===== src/rtl/decoder_arb_pkg.sv =====
// Shared types and the rotating priority search for the decoder round-robin arbiter.
package decoder_arb_pkg;

    localparam int NUM_REQ = 4;
    localparam int SEL_W   = 2;

    typedef enum logic {IDLE = 1'b0, GRANT = 1'b1} arb_state_t;

    typedef struct packed {
        logic             found;
        logic [SEL_W-1:0] idx;
    } winner_t;

    // Scans start, start+1, ... (mod NUM_REQ). Walking backwards lets the
    // smallest offset overwrite the others, so the nearest requester wins.
    function automatic winner_t next_winner(input logic [NUM_REQ-1:0] req,
                                            input logic [SEL_W-1:0]   start);
        winner_t          w;
        logic [SEL_W-1:0] k;
        w = '0;
        for (int i = NUM_REQ - 1; i >= 0; i--) begin
            k = start + SEL_W'(i);
            if (req[k]) begin
                w.found = 1'b1;
                w.idx   = k;
            end
        end
        return w;
    endfunction

endpackage


===== src/rtl/decoder_2to4.sv =====
// Plain 2-to-4 decoder with enable; forms the one-hot grant from A and E.
module decoder_2to4
    import decoder_arb_pkg::*;
(
    input  logic [SEL_W-1:0]   A,
    input  logic               E,
    output logic [NUM_REQ-1:0] Y
);

    generate
        for (genvar gi = 0; gi < NUM_REQ; gi++) begin : g_dec
            assign Y[gi] = E & (A == SEL_W'(gi));
        end
    endgenerate

endmodule


===== src/rtl/decoder_rr_arbiter.sv =====
// Four-way round-robin arbiter driving a 2-to-4 decoder, with HOLD_MAX grant limit.
// Define DECODER_ARB_FIXED_PRIORITY_EN to search from index 0 instead of round-robin.
module decoder_rr_arbiter
    import decoder_arb_pkg::*;
#(
    parameter  int HOLD_MAX = 8,
    localparam int CW       = $clog2(HOLD_MAX + 1)
) (
    input  logic               clk,
    input  logic               rst_n,
    input  logic [NUM_REQ-1:0] req,
    output logic [SEL_W-1:0]   A,
    output logic               E,
    output logic [NUM_REQ-1:0] Y,
    output logic               rotate
);

    arb_state_t         state_q, state_d;
    logic [SEL_W-1:0]   a_q, a_d, last_q, last_d, start;
    logic               e_q, e_d, rotate_q, rotate_d;
    logic [CW-1:0]      hold_q, hold_d;
    logic [NUM_REQ-1:0] others;
    winner_t            win_any, win_oth;

`ifdef DECODER_ARB_FIXED_PRIORITY_EN
    assign start = '0;
`else
    assign start = last_q + 1'b1;
`endif

    assign others  = req & ~(NUM_REQ'(1) << a_q);
    assign win_any = next_winner(req, start);
    assign win_oth = next_winner(others, start);

    always_ff @(posedge clk or negedge rst_n) begin
        if (!rst_n) begin
            state_q <= IDLE;
        end else begin
            state_q <= state_d;
        end
    end

    // The grant is only dropped when the grantee releases and nobody else waits.
    always_comb begin
        state_d = state_q;
        case (state_q)
            IDLE:    if (req != '0) state_d = GRANT;
            GRANT:   if (req == '0) state_d = IDLE;
            default: state_d = IDLE;
        endcase
    end

    always_comb begin
        a_d      = a_q;
        e_d      = (state_d == GRANT);
        hold_d   = hold_q;
        last_d   = last_q;
        rotate_d = 1'b0;
        if (state_q == IDLE) begin
            if (win_any.found) begin
                a_d    = win_any.idx;
                hold_d = CW'(1);
                last_d = win_any.idx;
            end
        end else if (!req[a_q]) begin
            // Release; req[a_q] is already clear so win_any never picks a_q.
            if (win_any.found) begin
                a_d    = win_any.idx;
                hold_d = CW'(1);
                last_d = win_any.idx;
            end
        end else if (hold_q == CW'(HOLD_MAX)) begin
            hold_d = CW'(1);
            if (win_oth.found) begin
                a_d      = win_oth.idx;
                last_d   = win_oth.idx;
                rotate_d = 1'b1;
            end
        end else begin
            hold_d = hold_q + 1'b1;
        end
    end

    always_ff @(posedge clk or negedge rst_n) begin
        if (!rst_n) begin
            a_q      <= '0;
            e_q      <= 1'b0;
            hold_q   <= '0;
            last_q   <= SEL_W'(NUM_REQ - 1);
            rotate_q <= 1'b0;
        end else begin
            a_q      <= a_d;
            e_q      <= e_d;
            hold_q   <= hold_d;
            last_q   <= last_d;
            rotate_q <= rotate_d;
        end
    end

    assign A      = a_q;
    assign E      = e_q;
    assign rotate = rotate_q;

    decoder_2to4 u_dec (
        .A (a_q),
        .E (e_q),
        .Y (Y)
    );

endmodule

===== config.mk =====
export PLATFORM = sky130hd
export DESIGN_NAME = decoder_rr_arbiter
export DESIGN_NICKNAME = d
export VERILOG_FILES = /design/src/rtl/decoder_arb_pkg.sv /design/src/rtl/decoder_2to4.sv /design/src/rtl/decoder_rr_arbiter.sv
export SDC_FILE = /design/constraint.sdc
export NUM_CORES = 1
export LEC_CHECK = 0
export ABC_CLOCK_PERIOD_IN_PS = 1790
export CORE_MARGIN = 2
export CORE_UTILIZATION = 51
export CTS_CLUSTER_SIZE = 12
export DETAILED_ROUTE_END_ITERATION = 8
export GPL_ROUTABILITY_DRIVEN = 0
export GPL_TIMING_DRIVEN = 0
export PLACE_DENSITY = 0.77
export SLEW_MARGIN = 25
export SYNTH_ARGS = -nofsm -noshare
export SYNTH_HDL_FRONTEND = slang
export SYNTH_SLANG_ARGS = --single-unit

===== constraint.sdc =====
create_clock -name clk -period 1.79 [get_ports clk]
set_input_delay 0.358 -clock clk [delete_from_list [all_inputs] [get_ports clk]]
set_output_delay 0.358 -clock clk [all_outputs]
set_load 0.03 [all_outputs]

* After elaboration in Yosys (flattened, before gate mapping) *
Index checks and enable logic that the tools add are counted.

word-level totals
  register bits after elaboration = 10
  latch bits = 0
  memory bits (writable) = 0
  ROM bits = 0
  bits of input ports = 6
  memories = 0

operators by class
  add/sub/neg operators = 5
  $mul = 0
  div/mod/pow operators = 0
  magnitude comparators = 5
  eq/ne operators = 6
  shifts and indexed selects = 1
  multiplexer cells = 45
  bitwise logic cells = 7
  reduce and logical (&&, ||, !) cells = 4

operators by type and width
  kind                                                                    number
  3-bit 2-to-1 mux                                                        8
  1-bit binary-select mux with 2-bit select                               9
  2-bit 2-to-1 mux                                                        8
  4-bit 2-to-1 mux                                                        4
  2-bit by 3-bit < comparator with 1-bit output (second input constant)   5
  1-bit 2-to-1 mux                                                        15
  2-bit by 1-bit adder with 2-bit output (second input constant)          2
  2-bit adder (second input constant)                                     2
  4-bit by 1-bit adder with 4-bit output (second input constant)          1
  1-bit AND                                                               4
  4-bit AND                                                               1
  2-bit equality test (second input constant)                             2
  4-bit equality test (second input constant)                             1
  4-bit zero test                                                         1
  4-bit inverter                                                          1
  4-bit nonzero test                                                      1
  1-bit by 2-bit left shift with 4-bit output (first input constant)      1
  3-bit by 2-bit != test with 1-bit output (second input constant)        1
  3-bit != test (second input constant)                                   1
  2-bit by 1-bit equality test with 1-bit output (second input constant)  1
  2-bit zero test                                                         1
  1-bit one-hot mux with 2 select lines                                   1
  2-bit AND reduction                                                     1
  1-bit inverter                                                          1

* Depth between registers and ports, before layout *
Gate-level depths: netlist of the first run.

  word-level depth = 13
  depth in mapped cells = 7
  mapped depth without buffers = 7

* Modules after synthesis *
A second synthesis of the first run with hierarchy kept.

second synthesis, totals
  cell total of the unflattened synthesis = 114
  area total of the unflattened synthesis = 930.9 um^2

modules (own cells, without submodules)
  module              instances  cells each  area each (um^2)  sequential area each (um^2)
  decoder_rr_arbiter  1          110         893.4             252.7
  decoder_2to4        1          4           37.5              0.0

* Worst setup path after synthesis of the first run *
Ideal clock, no wire load.

  path type = flip-flop to flip-flop
  start point = register a_q[0], in the netlist A[0]
  end point = register a_q[0], in the netlist A[0]
  arrival time = 1.682 ns
  data required time = 1.659 ns
  setup slack = -0.023 ns
  cell stages (with the launch flop) = 6
  buffers on the path = 1
  period minus slack after synthesis = 1.813 ns
  cells stage by stage = dfrtp_1 -> mux4_2 -> and2_4 -> buf_6 -> o31ai_4 -> o21ai_1

on the way
  cells in the longest elaborated chain, start to end = 13
  elaborated cells between the ends (all ways) = 25

ends and longest elaborated chain
  element                                      line                      RTL
  from (decl)                                  decoder_rr_arbiter.sv:19  logic [SEL_W-1:0] a_q, a_d, last_q, last_d, start;
  from (signal assigned)                       decoder_rr_arbiter.sv:86  a_q <= '0;
  from (signal assigned)                       decoder_rr_arbiter.sv:92  a_q <= a_d;
  1-bit by 2-bit left shift with 4-bit output  decoder_rr_arbiter.sv:31  assign others = req & ~(NUM_REQ'(1) << a_q);
  4-bit inverter                               decoder_rr_arbiter.sv:31
  4-bit AND                                    decoder_rr_arbiter.sv:31
  1-bit binary-select mux with 2-bit select    decoder_arb_pkg.sv:23     if (req[k]) begin
  1-bit 2-to-1 mux (not written as such)       decoder_arb_pkg.sv:23
  3-bit 2-to-1 mux (4 in a row)                decoder_arb_pkg.sv:23
  2-bit 2-to-1 mux                             decoder_rr_arbiter.sv:74  if (win_oth.found) begin
  2-bit 2-to-1 mux                             decoder_rr_arbiter.sv:72  end else if (hold_q == CW'(HOLD_MAX)) begin
  2-bit 2-to-1 mux                             decoder_rr_arbiter.sv:65  end else if (!req[a_q]) begin
  2-bit 2-to-1 mux                             decoder_rr_arbiter.sv:59  if (state_q == IDLE) begin

Parallel ways exist; a longest one is shown, timed or not. The select of a mux whose other input is x is not followed.
A chain may end at the register's enable or synchronous reset.

* Worst setup path in the final report of the first run *
  start point = input port req[3]
  end point = register last_q[1]

on the way
  cells in the longest elaborated chain, start to end = 11
  elaborated cells between the ends (all ways) = 35

ends and longest elaborated chain
  element                                    line                      RTL
  from (decl)                                decoder_rr_arbiter.sv:11  input logic [NUM_REQ-1:0] req,
  4-bit AND                                  decoder_rr_arbiter.sv:31
  1-bit binary-select mux with 2-bit select  decoder_arb_pkg.sv:23
  1-bit 2-to-1 mux (not written as such)     decoder_arb_pkg.sv:23
  3-bit 2-to-1 mux (4 in a row)              decoder_arb_pkg.sv:23
  2-bit 2-to-1 mux                           decoder_rr_arbiter.sv:74
  2-bit 2-to-1 mux                           decoder_rr_arbiter.sv:72
  2-bit 2-to-1 mux                           decoder_rr_arbiter.sv:65
  2-bit 2-to-1 mux                           decoder_rr_arbiter.sv:59
  to (signal assigned)                       decoder_rr_arbiter.sv:89  last_q <= SEL_W'(NUM_REQ - 1);
  to (signal assigned)                       decoder_rr_arbiter.sv:95  last_q <= last_d;
  to (decl)                                  decoder_rr_arbiter.sv:19

Parallel ways exist; a longest one is shown, timed or not. The select of a mux whose other input is x is not followed.

==> flow_metrics.tcl, run 1 <==
set metrics [dict create \
    die_height_um 44.7 \
    finalSetupViolCount 0 \
    worst-setup-path-type "primary input to flip-flop" \
    cts_num_sinks 10 \
    antenna_cells 0 \
    whs_ps 386 \
    crit_path_cell_trace "clkdlybuf4s50_1, buf_6, mux2i_1, a32oi_2, nand3_2, a221o_1, nand3_1" \
    max_cap_violations 0 \
    row_count 14 \
    finalMaxSlewViolations 0 \
    iteration_count_of_the_initial_detailed_routing_pass 4 \
    grt_usage 0.226 \
    outcome "finished, final reports clean" \
    synthesis.instances 102 \
    floorplan.die_area_um2 1990 \
    detail_route.wirelength_um 2120 \
    finalWorstPathRequiredPeriod_ps 1770 \
    post-dp-hpwl_um 1500 \
    hold_class "primary input to async pin" \
    final_common_cell "sky130_fd_sc_hd__o21ai_0" \
    avgSynthCellArea_um2 8.27 \
    mappedNetlistNets 110 \
    timing.critical_path.slowest_stage_cell "sky130_fd_sc_hd__clkdlybuf4s50_1" \
    pwr_density_cell_nw_per_um2 1650 \
    worstPathRequired_ps 1990 \
    ir_worst_vdd_mv 0.826 \
    synth-seq-cells 10 \
    cts.root.buffer_cell "sky130_fd_sc_hd__clkbuf_4" \
    fmaxAchievable_ghz 0.566 \
    syn2layout_area_growth_pct 28.0 \
    vias 831 \
    number_of_global_route_vias_before_repair 752 \
    slowest_stage_delay_cp_ps 500 \
    placement.io_buffers 12 \
    final.period_utilization 0.986 \
    clock_path_buffers 2 \
    worst_reg_to_reg_setup_slack_ps 130 \
    num_cts_buffers 3 \
    final_cells 135 \
    die_x_um 44.7 \
    vias_per_cell 6.16 \
    drt_iter0_markers 27 \
    yosysWarningCount 0 \
    core_area_um2 1520 \
    post_drt_wl_per_cell_um 15.7 \
    startpoint_type "primary input" \
    worstPathBufferInverterCount 2 \
    worst-slew-pin-transition_ps 436 \
    clock-skew-final_ps 14.9 \
    filler_cell_count 133 \
    synth_cell_type_count 41 \
    grt_antenna_before_repair 0 \
    dominant_delay_contributor_by_cell_family_on_the_critical_path "buffers and inverters" \
    ioPinCount 14 \
    dpl.cell_count 130 \
    cp-end-kind "flip-flop" \
    grt_max_degree 11 \
    p_leak_nw 0.455 \
    layout_cells_sized_above_1 0.286 \
    crit_path_max_fanout 10 \
    worst_r2r_endpoint "last_q[0]$_DFFE_PN1P_" \
    timing.reg2reg.worst_path_depth 6 \
    htree_num_levels 1 \
    grt_first_pass_wirelength_um 3280 \
    startpoint_of_the_worst_register_to_register_path "A[1]$_DFFE_PN0P_" \
    post-route-drc-count 0 \
    cp_data_arrival_time_ps 1970 \
    floorplan.initialDensity 0.553 \
    nets 128 \
    hold_viol_final 0 \
    synth.cell_area_um2 843 \
    post_cts_hold_buffers 0 \
    ant_nets_after_route 0 \
    clock_network_latency_to_the_later_pin_of_the_worst_skew_pair_ps 280 \
    clkSlewWorstSetupHoldPaths_ps 70 \
    gr_ovfl_total 0 \
    ys_seq_area_frac 0.300 \
    final_cell_mix "10 x sky130_fd_sc_hd__o21ai_0, 9 x sky130_fd_sc_hd__nor2_1, 8 x sky130_fd_sc_hd__inv_1" \
    slew_headroom 0.708 \
    cts_tree "yes" \
]
layout make-up:
cell class | instances | area [um2] | share of cell area
clock buffers | 4 | 26.3 | 0.0243
well taps | 16 | 20.0 | 0.0185
repair buffers | 13 | 124 | 0.115
plain buffers | 7 | 73.8 | 0.0684
multi-input cells | 77 | 551 | 0.510
flip-flops and latches | 10 | 255 | 0.236
inverters | 8 | 30.0 | 0.0278
metal layers:
layer | part of all wire | vias up | routed length, um | global-route usage
li1 | - | 402 | - | -
met1 | 0.45 | 397 | 955 | 0.302
met2 | 0.48 | 30 | 1010 | 0.354
met3 | 0.066 | 2 | 139 | 0.0735
met4 | 0.0047 | 0 | 10 | 0.0545
met5 | 0 | - | 0 | 0
synthesized netlist by cell type:
| cell type | instances | area (um2) |
|---|---|---|
| sky130_fd_sc_hd__o22ai_1 | 2 | 12.5 |
| sky130_fd_sc_hd__o32ai_1 | 1 | 8.76 |
| sky130_fd_sc_hd__nor4b_1 | 1 | 8.76 |
| sky130_fd_sc_hd__ha_1 | 2 | 25.0 |
| sky130_fd_sc_hd__o21ai_1 | 2 | 10.0 |
| sky130_fd_sc_hd__a221o_1 | 1 | 10.0 |
| sky130_fd_sc_hd__o21a_1 | 1 | 7.51 |
| sky130_fd_sc_hd__a311oi_1 | 2 | 17.5 |
| sky130_fd_sc_hd__nand3_1 | 4 | 20.0 |
| sky130_fd_sc_hd__dfrtp_1 | 8 | 200 |
| sky130_fd_sc_hd__mux4_2 | 1 | 22.5 |
| sky130_fd_sc_hd__and2_4 | 1 | 8.76 |
| sky130_fd_sc_hd__nor2b_1 | 2 | 12.5 |
| sky130_fd_sc_hd__dfstp_2 | 2 | 52.6 |
| sky130_fd_sc_hd__buf_2 | 2 | 10.0 |
| sky130_fd_sc_hd__nand2b_1 | 1 | 6.26 |
| sky130_fd_sc_hd__o31ai_4 | 1 | 21.3 |
| sky130_fd_sc_hd__buf_6 | 3 | 33.8 |
| sky130_fd_sc_hd__a31oi_1 | 1 | 6.26 |
| sky130_fd_sc_hd__nand3b_1 | 2 | 15.0 |
| sky130_fd_sc_hd__buf_4 | 1 | 7.51 |
| sky130_fd_sc_hd__nor4_1 | 1 | 6.26 |
| sky130_fd_sc_hd__o21ai_0 | 10 | 50.1 |
| sky130_fd_sc_hd__a31o_2 | 1 | 8.76 |
| sky130_fd_sc_hd__and3_1 | 1 | 6.26 |
| sky130_fd_sc_hd__and2_1 | 2 | 12.5 |
| sky130_fd_sc_hd__a21boi_0 | 1 | 7.51 |
| sky130_fd_sc_hd__a211oi_1 | 1 | 7.51 |
| sky130_fd_sc_hd__o221a_2 | 1 | 11.3 |
| sky130_fd_sc_hd__mux2i_1 | 2 | 20.0 |
| sky130_fd_sc_hd__nand2_1 | 8 | 30.0 |
| sky130_fd_sc_hd__a22oi_1 | 1 | 7.51 |
| sky130_fd_sc_hd__a21o_2 | 1 | 8.76 |
| sky130_fd_sc_hd__nor3_1 | 2 | 10.0 |
| sky130_fd_sc_hd__inv_1 | 8 | 30.0 |
| sky130_fd_sc_hd__nor2_1 | 9 | 33.8 |
| sky130_fd_sc_hd__o21bai_1 | 1 | 7.51 |
| sky130_fd_sc_hd__a32oi_1 | 1 | 8.76 |
| sky130_fd_sc_hd__nand4_1 | 1 | 6.26 |
| sky130_fd_sc_hd__clkbuf_8 | 1 | 13.8 |
| sky130_fd_sc_hd__a21oi_1 | 8 | 40.0 |
how the worst max path moves through the flow:
stage                                start                    end  slack (ps)  cells past startpoint
after floorplan           A[1]$_DFFE_PN0P_                   Y[0]          20                      2
after global placement              req[3]       A[0]$_DFFE_PN0P_        -510                      6
after detailed placement            req[3]       A[0]$_DFFE_PN0P_        -500                      6
after CTS                           req[3]       A[0]$_DFFE_PN0P_         -70                      6
after global routing                req[3]  last_q[0]$_DFFE_PN1P_         -40                      7
final                               req[3]  last_q[1]$_DFFE_PN1P_          20                      7
worst register-to-register path, delay by kind of cell, from the launching register on:
kind / cells / cell delay, ps
AOI/OAI and AO/OA: 4 / 590
DFF: 1 / 440
and+or+nand+nor: 1 / 350
buffers and inverters: 1 / 180
cell families after synthesis:
| group | synth area share |
|---|---|
| AO/OA/AOI/OAI | 0.298 |
| adder cells (fa/ha/maj) | 0.0297 |
| buffers and inverters | 0.113 |
| flip-flops | 0.300 |
| multiplexers | 0.0504 |
| AND/OR/NAND/NOR | 0.209 |
what timing repair did:
action | in CTS | in global routing
gates cloned | 0 | 0
pin swaps | 0 | 3
setup endpoints to repair | 13 | 9
resized for setup | 19 | 17
setup buffers | 0 | 1
stage by stage:
step	utilization	TNS, ps	area, um2	power, W	worst slack, ps
global placement	0.646	-4000	985	0.00151	-506
CTS	0.677	-172	1030	0.00173	-67.3
detailed placement	0.646	-4020	985	0.00155	-504
global route	0.709	-81.2	1080	0.00190	-36.4
finish	0.709	0	1080	0.00178	24.3
floorplan	-	0	845	0.00125	24.0
where the power goes:
group	switching, W	total, W	internal [W]	leakage (nW)
combinational	0.000649	0.00116	0.000515	0.323
clock	0.0000788	0.000165	0.0000861	0.0150
sequential	0.000115	0.000450	0.000335	0.117
total	0.000843	0.00178	0.000935	0.455
state kept, by name, indices dropped and copies added (netlist names):
signal  count
hold_q      4
last_q      2
rotate      1
A           2
E           1
Power figures use the tool's default switching activity.
==> inputs of run 2 (changes only) <==
Settings changed: GPL_TIMING_DRIVEN 0 to 1.
==> flow_metrics.tcl, run 2 (synthesis results as in run 1) <==
set metrics [dict create \
    outcome "finished, final reports clean" \
    pwr_density_cell_nw_per_um2 1640 \
    vias 894 \
    detail_route.wirelength_um 2290 \
    post_cts_hold_buffers 0 \
    final.period_utilization 0.986 \
    grt_use_met2 0.397 \
    p_leak_nw 0.517 \
    cp_data_arrival_time_ps 1940 \
    post_drt_wl_per_cell_um 15.6 \
    grt_first_pass_wirelength_um 3640 \
    clock_path_buffers 2 \
    core_area_um2 1520 \
    vias_per_cell 6.08 \
    design_area_um2 1110 \
    htree_num_levels 1 \
    slowest_stage_delay_cp_ps 460 \
    fmaxAchievable_ghz 0.567 \
    number_of_global_route_vias_before_repair 810 \
    hold_viol_final 0 \
    post-route-drc-count 0 \
    post-dp-hpwl_um 1700 \
    finalMaxSlewViolations 0 \
    final_common_cell "sky130_fd_sc_hd__buf_4" \
    grt_antenna_before_repair 0 \
    die_height_um 44.7 \
    grt_use_met1 0.342 \
    grt_usage 0.253 \
    crit_path_max_fanout 6 \
    crit_path_cell_trace "clkdlybuf4s50_1, buf_4, nor4b_1, a32oi_1, a21oi_1, o21ai_0, o21ai_1" \
    startpoint_type "primary input" \
    global_route.peak_usage_layer "met2" \
    clkSlewWorstSetupHoldPaths_ps 60 \
    cts_tree "yes" \
    floorplan.die_area_um2 1990 \
    syn2layout_area_growth_pct 32.2 \
    row_count 14 \
    ir_worst_vdd_mv 1.34 \
    worst-slew-pin-transition_ps 429 \
    max_cap_violations 0 \
    grt_max_degree 14 \
    worstPathRequired_ps 1970 \
    nets 140 \
    hold_class "primary input to async pin" \
    top_register "hold_q" \
    final_cell_mix "21 x sky130_fd_sc_hd__buf_4, 10 x sky130_fd_sc_hd__o21ai_0, 9 x sky130_fd_sc_hd__nor2_1" \
    num_cts_buffers 3 \
    placement.io_buffers 13 \
    finalWorstPathRequiredPeriod_ps 1760 \
    timing.critical_path.slowest_stage_cell "sky130_fd_sc_hd__clkdlybuf4s50_1" \
    clock-skew-final_ps 0.767 \
    ioPinCount 14 \
    rsz0062_at_grt "yes" \
    cp-end-kind "flip-flop" \
    antenna_cells 0 \
    total_power_w 0.00183 \
    ant_nets_after_route 0 \
    finalSetupViolCount 0 \
    floorplan.initialDensity 0.553 \
    slew_headroom 0.713 \
    largest_register_ffs 4 \
    clock_network_latency_to_the_later_pin_of_the_worst_skew_pair_ps 260 \
    iteration_count_of_the_initial_detailed_routing_pass 4 \
    worst-setup-path-type "primary input to flip-flop" \
    drt_iter0_markers 20 \
    cts.root.buffer_cell "sky130_fd_sc_hd__clkbuf_4" \
    cts_num_sinks 10 \
    grt.met3_usage 0.0735 \
    layout_cells_sized_above_1 0.290 \
    die_x_um 44.7 \
    placement.cell_area_um2 1060 \
    timing.reg2reg.worst_path_depth 5 \
    gr_ovfl_total 0 \
]
-- run 2: cell types whose count changed in the layout (fill, tap and decap cells not counted), sizes merged --
cell,delta
buf,+14
clkbuf,-3
clkdlybuf4s15,-2
dlygate4sd2,+3
-- run 2: area by class of cell --
| type | instances | area, um2 |
|---|---|---|
| Multi-Input combinational cell | 77 | 509 |
| Fill cell | 123 | 409 |
| Timing Repair Buffer | 32 | 265 |
| Sequential cell | 10 | 254 |
| Clock buffer | 4 | 36.3 |
| Inverter | 8 | 30.0 |
| Tap cell | 16 | 20.0 |
-- run 2: power breakdown --
part	internal (W)	total (W)	switching, W
clock	0.000123	0.000198	0.0000748
sequential	0.000333	0.000487	0.000154
combinational	0.000519	0.00114	0.000625
total	0.000976	0.00183	0.000854
-- run 2: timing repair --
action                     4_1_cts  5_1_grt
resized for setup                5        4
setup endpoints to repair        5        7
buffers inserted                 0        1
-- run 2: final timing paths --
check	startpoint	to	slack (ps)
max	req[3]	last_q[0]$_DFFE_PN1P_	30
min reg2reg	hold_q[3]$_DFF_PN0_	hold_q[3]$_DFF_PN0_	560
min in group clk	hold_q[3]$_DFF_PN0_	hold_q[3]$_DFF_PN0_	560
max in group asynchronous	rst_n	last_q[1]$_DFFE_PN1P_	1060
max reg2reg	A[1]$_DFFE_PN0P_	A[0]$_DFFE_PN0P_	110
min	rst_n	hold_q[0]$_DFF_PN0_	400
-- run 2: through the flow --
| stage | TNS, ps | worst slack (ps) | hold slack [ps] | utilization | cells |
|---|---|---|---|---|---|
| 2_1_floorplan | 0 | 24.0 | 62.4 | - | 102 |
| 4_1_cts | 0 | 16.9 | 407 | 0.718 | 146 |
| 5_1_grt | -24.4 | -15.4 | 436 | 0.732 | 147 |
| 3_3_place_gp | -1300 | -220 | 502 | 0.695 | 142 |
| 3_5_place_dp | -1590 | -245 | 538 | 0.695 | 142 |
| 6_report | 0 | 25.4 | 401 | 0.732 | 147 |
-- run 2: per-layer routing --
layer  vias up  part of all wire
met4         0            0.0044
met1       422              0.46
met3         2             0.064
met2        37              0.48
li1        433                 -
met5         -                 0
-- run 2: critical path: cells and delay by family --
kind / cells / cell delay [ps]
buffers and inverters: 2 / 640
AOI/OAI and AO/OA: 4 / 670
and+or+nand+nor: 1 / 280
==> inputs of run 3 (changes only) <==
--- a/config.mk
+++ b/config.mk
@@ -15,3 +15,3 @@
 export PLACE_DENSITY = 0.77
-export SLEW_MARGIN = 25
+export SLEW_MARGIN = 20
 export SYNTH_ARGS = -nofsm -noshare
==> constraint.sdc (replaced) <==
create_clock -name clk -period 1.79 [get_ports clk]
set_input_delay 0.2685 -clock clk [delete_from_list [all_inputs] [get_ports clk]]
set_output_delay 0.2685 -clock clk [all_outputs]
set_load 0.03 [all_outputs]
==> flow_metrics.tcl, run 3 (synthesis results as in run 1) <==
set metrics [dict create \
    share_seq_of_total_power 0.274 \
    placement.cell_area_um2 1050 \
    largest_register_ffs 4 \
    ant_nets_after_route 0 \
    top_register "hold_q" \
    cts_tree "yes" \
    hold_class "primary input to async pin" \
    worstPathRequired_ps 1520 \
    finalMaxSlewViolations 0 \
    worst-slew-pin-transition_ps 454 \
    floorplan.initialDensity 0.553 \
    slew_headroom 0.697 \
    nets 140 \
    cp_data_arrival_time_ps 1470 \
    number_of_global_route_vias_before_repair 850 \
    cell_int_power_w 0.000962 \
    floorplan.die_area_um2 1990 \
    post_drt_wl_per_cell_um 15.1 \
    die_x_um 44.7 \
    core_area_um2 1520 \
    finalSetupViolCount 0 \
    pwr_density_cell_nw_per_um2 1600 \
    vias 917 \
    grt_first_pass_wirelength_um 3670 \
    max_cap_violations 0 \
    final_common_cell "sky130_fd_sc_hd__buf_4" \
    placement.io_buffers 13 \
    clkPwrFrac 0.113 \
    vias_per_cell 6.24 \
    clkSlewWorstSetupHoldPaths_ps 70 \
    row_count 14 \
    iteration_count_of_the_initial_detailed_routing_pass 4 \
    final.period_utilization 0.970 \
    cts.root.buffer_cell "sky130_fd_sc_hd__clkbuf_4" \
    clock_network_latency_to_the_later_pin_of_the_worst_skew_pair_ps 260 \
    grt_usage 0.248 \
    finalWorstPathRequiredPeriod_ps 1740 \
    layout_cells_sized_above_1 0.321 \
    gr_ovfl_total 0 \
    dpl.cell_count 141 \
    slowest_stage_delay_cp_ps 440 \
    hold_viol_final 0 \
    final_cells 147 \
    fmaxAchievable_ghz 0.576 \
    clock-skew-final_ps 0.792 \
    ioPinCount 14 \
    drt_iter0_markers 36 \
    p_sw_frac 0.468 \
    design_area_um2 1130 \
    pwr-share-comb 0.613 \
    filler_cell_count 112 \
    crit_path_max_fanout 9 \
    cts_num_sinks 10 \
    antenna_cells 0 \
    p_leak_nw 0.511 \
    timing.critical_path.slowest_stage_cell "sky130_fd_sc_hd__dfrtp_2" \
    outcome "finished, final reports clean" \
    post-dp-hpwl_um 1620 \
    syn2layout_area_growth_pct 34.0 \
    crit_path_cell_trace "buf_4, nor3_1, dlygate4sd2_1" \
    die_height_um 44.7 \
    worst-setup-path-type "flip-flop to primary output" \
    finalSetupTns_ps 0 \
    switching_power_of_the_nets_w 0.000848 \
    final_cell_mix "21 x sky130_fd_sc_hd__buf_4, 10 x sky130_fd_sc_hd__o21ai_0, 9 x sky130_fd_sc_hd__nor2_1" \
    ir_worst_vdd_mv 1.11 \
    num_cts_buffers 3 \
    total_power_w 0.00181 \
    startpoint_type "flip-flop" \
    cp-end-kind "primary output" \
    grt_max_degree 14 \
    htree_num_levels 1 \
    detail_route.wirelength_um 2220 \
    post-route-drc-count 0 \
    grt_antenna_before_repair 0 \
    clock_path_buffers 2 \
]
run 3: power by group through the flow:
stage	combinational (W)	clock [W]	sequential [W]
after floorplan	0.000783	0	0.000465
after detailed placement	0.00101	0	0.000520
after CTS	0.000990	0.000206	0.000516
after global placement	0.000984	0	0.000511
final	0.00111	0.000205	0.000496
after global routing	0.00121	0.000220	0.000518
run 3: final timing paths:
kind	slack (ps)	from	depth (start not counted)	end
max	50	A[0]$_DFFE_PN0P_	3	Y[0]
max reg2reg	80	A[0]$_DFFE_PN0P_	7	A[0]$_DFFE_PN0P_
min reg2reg	530	hold_q[3]$_DFF_PN0_	1	hold_q[3]$_DFF_PN0_
min	320	rst_n	1	hold_q[1]$_DFF_PN0_
max in group asynchronous	1130	rst_n	1	last_q[0]$_DFFE_PN1P_
min in group clk	530	hold_q[3]$_DFF_PN0_	1	hold_q[3]$_DFF_PN0_
run 3: worst max-delay path: cells and delay by family, from the launching register on:
| family | cells | cell delay (ps) |
|---|---|---|
| DFF | 1 | 440 |
| and+or+nand+nor | 1 | 170 |
| buffers and inverters | 2 | 590 |
run 3: cell type report:
class	count	area (um2)	share of cell area
flip-flops and latches	10	255	0.226
clock buffers	4	36.3	0.0321
repair buffers	32	264	0.234
multi-input cells	77	524	0.464
inverters	8	30.0	0.0266
well taps	16	20.0	0.0177
run 3: stage by stage:
stage / setup WS (ps) / util / hold WS (ps)
after floorplan: 77.0 / - / -27.1
after global placement: -150 / 0.690 / 495
after detailed placement: -161 / 0.690 / 514
after CTS: 41.3 / 0.713 / 325
after global routing: -3.84 / 0.741 / 356
final: 53.9 / 0.741 / 318
run 3: metal layers:
metal,track usage,part of all wire
met5,0,0
met4,0.0667,0.018
met3,0.0531,0.060
met2,0.423,0.47
met1,0.314,0.45
run 3: what timing repair did:
item | in CTS | in global routing
gates cloned | 0 | 0
gates resized for setup | 4 | 7
endpoints found under the hold margin | 0 | 0
hold buffers | 0 | 0
setup buffers | 0 | 2
setup endpoints to repair | 4 | 7
